==> config.mk <==
export PLATFORM = sky130hd
export DESIGN_NAME = seq_demux_deserializer
export DESIGN_NICKNAME = d
export VERILOG_FILES = /design/src/rtl/seq_demux_deserializer.sv
export SDC_FILE = /design/constraint.sdc
export NUM_CORES = 1
export LEC_CHECK = 0
export ABC_AREA = 1
export BUFFER_PORTS_ARGS = -buffer_cell sky130_fd_sc_hd__buf_2
export CAP_MARGIN = 20
export CELL_PAD_IN_SITES_DETAIL_PLACEMENT = 1
export CELL_PAD_IN_SITES_GLOBAL_PLACEMENT = 1
export CORE_MARGIN = 2
export CORE_UTILIZATION = 37
export CTS_CLUSTER_DIAMETER = 50
export CTS_CLUSTER_SIZE = 14
export DETAILED_ROUTE_END_ITERATION = 8
export PLACE_DENSITY = 0.8
export SYNTH_ARGS = -nofsm -noshare
export SYNTH_HDL_FRONTEND = slang
export SYNTH_SLANG_ARGS = --single-unit
==> constraint.sdc <==
create_clock -name clk -period 3.79 [get_ports clk]
set_input_delay 0.1895 -clock clk [delete_from_list [all_inputs] [get_ports clk]]
set_output_delay 0.1895 -clock clk [all_outputs]
set_load 0.02 [all_outputs]
==> src/rtl/seq_demux_deserializer.sv <==
// Serial-to-parallel word assembler: steers accepted bits into lanes 0..N-1 in order
// and presents each completed word on a valid/ready output with a one-word holding register.
module seq_demux_deserializer #(
    parameter  int N     = 4,
    localparam int SEL_W = (N > 1) ? $clog2(N) : 1
) (
    input  logic             clk,
    input  logic             rst_n,
    input  logic             in_valid,
    input  logic             in_bit,
    output logic             in_ready,
    input  logic             flush,
    output logic             out_valid,
    input  logic             out_ready,
    output logic [N-1:0]     number,
    output logic [SEL_W-1:0] cur_sel
);

    localparam logic [SEL_W-1:0] LAST = SEL_W'(N - 1);

    logic [SEL_W-1:0] sel_q, sel_d;
    logic [N-1:0]     acc_q, acc_d;
    logic [N-1:0]     number_q, number_d;
    logic             valid_q, valid_d;
    logic             accept;
    logic             complete;

    // Only the word-completing bit can stall, and only against an undrained full output.
    assign in_ready = !flush && ((sel_q != LAST) || !valid_q || out_ready);
    assign accept   = in_valid && in_ready;
    assign complete = accept && (sel_q == LAST);

    always_comb begin
        sel_d    = sel_q;
        acc_d    = acc_q;
        number_d = number_q;
        valid_d  = valid_q;

        if (flush) begin
            sel_d = '0;
            acc_d = '0;
        end else if (accept) begin
            acc_d[sel_q] = in_bit;
            if (complete) begin
                sel_d    = '0;
                acc_d    = '0;
                number_d = {in_bit, acc_q[N-2:0]};
            end else begin
                sel_d = sel_q + SEL_W'(1);
            end
        end

        // A completion in the same cycle as a drain simply replaces the word.
        if (complete) begin
            valid_d = 1'b1;
        end else if (valid_q && out_ready) begin
            valid_d = 1'b0;
        end
    end

    always_ff @(posedge clk or negedge rst_n) begin
        if (!rst_n) begin
            sel_q    <= '0;
            acc_q    <= '0;
            number_q <= '0;
            valid_q  <= 1'b0;
        end else begin
            sel_q    <= sel_d;
            acc_q    <= acc_d;
            number_q <= number_d;
            valid_q  <= valid_d;
        end
    end

    assign out_valid = valid_q;
    assign number    = number_q;
    assign cur_sel   = sel_q;

endmodule

## Word-level counts from Yosys, hierarchy flattened

Cells that the tools add are included.

- Register bits after elaboration: 11
- Bits in latches: 0
- RAM bits: 0
- Bits in read-only memories: 0
- Bits of input ports: 6
- Output and inout bits: 8
- Word-level logic and storage cells: 33
- Memories: 0

- Add/sub/neg operators: 1
- Multiply operators: 0
- Div/mod/pow operators: 0
- Order comparisons: 2
- Equal/unequal tests: 2
- Shift operators: 0
- Multiplexer cells: 11
- Bitwise gates (word level): 1
- Reductions and logical operators: 12

Operators with widths:

| kind | count |
|---|---|
| 4-bit 2-to-1 mux | 3 |
| 2-bit 2-to-1 mux | 3 |
| 1-bit logical AND | 5 |
| 4-bit bitwise mux | 1 |
| 2-bit nonzero test | 2 |
| 2-bit by 3-bit less-than comparator with 1-bit output (second input constant) | 1 |
| 1-bit 2-to-1 mux | 3 |
| 3-bit AND reduction | 1 |
| 2-bit by 1-bit adder with 2-bit output (second input constant) | 1 |
| 1-bit demux with 2-bit select | 1 |
| 2-bit equality test (second input constant) | 1 |
| 2-bit by 1-bit >= comparator with 1-bit output (second input constant) | 1 |
| 1-bit zero test | 2 |
| 1-bit logical OR | 2 |
| 2-bit inequality test (second input constant) | 1 |
| 1-bit NOT | 1 |

## Logic depth before layout (Yosys ltp)

- Depth in word-level cells: 9
- Depth in mapped cells: 8
- Depth with buffers taken out: 8

## Worst setup path before layout

OpenSTA, ideal clock, no wires.

- Path type: register to register
- Start point: register sel_q[0] (netlist: cur_sel[0])
- End point: register sel_q[1] (netlist: cur_sel[1])
- Library setup time: 0.083 ns
- Data arrival time: 1.412 ns
- Required time: 3.707 ns
- Path slack: 2.295 ns
- Stages on the path, launching flop included: 5
- Period minus slack after synthesis: 1.495 ns
- Path through: dfrtp_1 > ha_1 > a31oi_1 > nand3_1 > o21ai_0

- Word-level cells in the longest chain between the ends: 9
- Elaborated cells on any way between the ends: 12
- Those cells by class: add/sub (1); eq/ne (2); mux (3); reduce/logical (6)

Ends and longest elaborated chain:

| what | RTL line | text |
|---|---|---|
| from (decl) | 21 | `logic [SEL_W-1:0] sel_q, sel_d;` |
| from (signal assigned) | 68 | `sel_q <= sel_d;` |
| 2-bit inequality test (*) | 29 | `assign in_ready = !flush && ((sel_q != LAST) \|\| !valid_q \|\| out_ready);` |
| 1-bit logical OR (*) (2 in a row) | 29 |  |
| 1-bit logical AND (*) | 29 |  |
| named net in_ready | 11 | `output logic in_ready,` |
| 1-bit logical AND (*) | 30 | `assign accept = in_valid && in_ready;` |
| 1-bit logical AND | 31 | `assign complete = accept && (sel_q == LAST);` |
| 2-bit 2-to-1 mux | 44 | `if (complete) begin` |
| 2-bit 2-to-1 mux | 42 | `end else if (accept) begin` |
| 2-bit 2-to-1 mux | 39 | `if (flush) begin` |

Mark *: on every way through the listed nets, which the timed path passes. The rest lies on a longest branch. The select of a mux whose other input is x is not followed.
A chain may end at the register's enable or synchronous reset.

## Final worst setup path

- Start point: register sel_q[0] (netlist: cur_sel[0])
- End point: output in_ready

- Word-level cells in the longest chain between the ends: 4

Ends and longest elaborated chain:

| what | RTL line |
|---|---|
| 2-bit inequality test | 29 |
| 1-bit logical OR (2 in a row) | 29 |
| 1-bit logical AND | 29 |
| to (decl) | 11 |

No other way between the ends.

==> flow_summary.yaml <==
worst_setup_path:
  worstSetupPathType: "flip-flop to output pin"
  path_buf_inv: 1
  cp.required_ns: 3.60
  crit_path_start_kind: "flip-flop"
  critPathLaunch: "cur_sel[0]"
  critical_path.top_delay_family: "flip-flops"
  reg2reg_from: "cur_sel[0]"
  r2r_cells: 7
  cp_slowest_stage_delay_ns: 0.43
  rrSetupSlack_ns: 2.24
  rr_endpoint: "acc_q[2]"
  cp.arrival_ns: 1.41
  cp-end-kind: "output pin"
  critical_path.slowest_cell: "dfrtp_1"
  path_cells: "ha_1 -> a31oi_1 -> buf_2"
  worstPathMaxFanout: 6
  critical_path_depth: 3
logic_synthesis:
  seq_area_frac_synth: 0.465
  yosysWarnings: 0
  synthSimpleGateAreaFrac: 0.302
  syn_inst: 68
  ys_top_cells_by_area: "dfrtp_1, nand2_1, ha_1"
  synth_top_family_by_area: "simple AND/OR/NAND/NOR gates"
  synth.most_common_cell: "nand2_1"
  synth_seq_cells: 10
  syn_nets: 78
  synth-edff-count: 0
  synthFlopType: "dfrtp_1"
  synthDistinctLibCells: 12
  synth_xor_area_frac: 0
  synth_top_area_frac: 0.465
  avgSynthCellArea_um2: 7.91
  synthMuxAreaShare: 0
  async_flop_share: 1.00
  synth_compound_area_frac: 0.0488
  yosys.area_share.adder: 0.0930
  synth_area_um2: 538
  yosys-top-cells-count: "nand2_1, dfrtp_1, inv_1, nand3_1"
  yosysTopAreaCell: "dfrtp_1"
power:
  internal_power_uw: 195
  seqPwrFrac: 0.441
  power.density_nw_per_um2: 431
  p_clk_frac: 0.354
  ir_drop_uv: 172
  switchingPower_uw: 88.0
  p_comb_frac: 0.205
  p_total_uw: 283
  p_leak_uw: 0.000409
  swShare: 0.311
floorplan:
  rows: 13
  die_h_um: 42.1
  die_w_um: 42.1
  ioPinCount: 14
  start_util: 0.403
  die_area_um2: 1770
  coreArea_um2: 1330
clock_tree:
  clock_path_buffers: 2
  post-cts-setup-buffers: 0
  cts.clk_slew.worst_paths_ns: 0.08
  cts-root-buf: "clkbuf_4"
  cts.sinks: 10
  clkLatencyLatePin_ns: 0.27
  cts_buffers: 3
  post_cts_resized: 0
  cts_tree: "done"
  cts_max_level: 1
worst_hold_path:
  hp-class: "input port to flip-flop"
  hold_end: "cur_sel[1]"
  hold-path-cell-count: 3
  min_from: "in_valid"
placed_design:
  place_area_um2: 611
  gp_congestion: 0.846
  io_buffers: 13
sta:
  rsz0062_at_grt: "false"
  min_period_ns: 1.60
  skew_ns: 0.00424
  setup_viol: 0
  hold_violations: 0
  relSlewSlack: 0.817
  fmax_mhz: 626
  worstMarginPinSlew_ns: 0.274
  slew_violations: 0
  post-route-period-util: 0.421
  fin_setup_tns_ns: 0
flow_run:
  drv_cap: 0
cells_and_area:
  drive_gt1_frac: 0.224
  antenna_cells: 0
  area.growth.synth_to_final_pct: 22.1
  final_area_um2: 657
  fill_cells: 168
  fin_nets: 96
global_routing:
  grt_max_degree: 12
  antenna_found_initial: 0
  grt_overflow: 0
  grt_pass1_wl_um: 2270
  grt_pass1_vias: 504
  grt.total_usage: 0.177
routing:
  drt-initial-drc-count: 7
  ant_nets: 0
  via_count: 499
  avgRoutedWirePerCell_um: 13.5
  wl_um: 1350
  firstDrtPassIters: 4
  drc: 0
  routed_via_density: 4.99
run_status:
  run_status: "complete, no violations"
## cells by family after synthesis
family / after synthesis
simple gates: 38
compound gates: 5
fa+ha+maj: 4
flops: 10
buf+inv: 11
## repair_timing
action,in CTS,in global routing
hold buffers,1,0
endpoints found under the hold margin,10,0
setup endpoints to repair,0,0
## registers in the layout, indices dropped and copies added, names as in the netlist
signal,count
number,4
acc_q,3
cur_sel,2
out_valid,1
## placed cells by master, fill, tap and decap left out, drive strengths merged
cell type,count
ha,4
nand2,24
nand3,9
nand4,1
dfrtp,10
a21oi,1
inv,10
buf,13
o21ai,3
clkbuf,4
nor2,4
dlygate4sd3,1
a31oi,1
## worst register-to-register path: cells and delay by family, from the launching register on
kind,cells,cell delay [ns]
DFF,1,0.43
and+or+nand+nor,6,0.75
adders and majority gates,1,0.26
## through the flow
stage | utilization | hold slack [ns] | worst slack, ns | std cells
after floorplan | - | -0.106 | 2.29 | 68
after global placement | 0.458 | 0.0655 | 2.38 | 95
after detailed placement | 0.458 | 0.0668 | 2.26 | 95
after CTS | 0.492 | 0.204 | 2.19 | 100
after global routing | 0.492 | 0.219 | 2.08 | 100
final | 0.492 | 0.207 | 2.19 | 100
## power by group through the flow
stage | combinational (uW) | clock, uW | sequential (uW)
finish | 58.1 | 100 | 125
global route | 64.9 | 107 | 126
CTS | 58.8 | 102 | 125
detailed placement | 57.4 | 0 | 127
global placement | 55.1 | 0 | 127
floorplan | 25.9 | 0 | 135
## worst max-delay path by stage
stage	end	slack (ns)
2_1_floorplan	cur_sel[1]	2.29
3_3_place_gp	acc_q[2]	2.38
3_5_place_dp	acc_q[2]	2.26
4_1_cts	in_ready	2.19
5_1_grt	acc_q[2]	2.08
6_report	in_ready	2.19
## cell type report
class	count	area (um2)	area share
timing repair buffer	14	75.1	0.114
sequential	10	250	0.381
tap	15	18.8	0.0286
multi-input combinational	47	239	0.364
inverter	10	37.5	0.0571
clock buffer	4	36.3	0.0552
## routing by layer
metal | global-route usage | wire [um] | up-vias
met4 | 0.113 | 49 | 0
met5 | 0 | 0 | -
met1 | 0.227 | 642 | 235
li1 | - | - | 246
met2 | 0.269 | 613 | 14
met3 | 0.0388 | 46 | 4
Power figures use the tool's default switching activity.
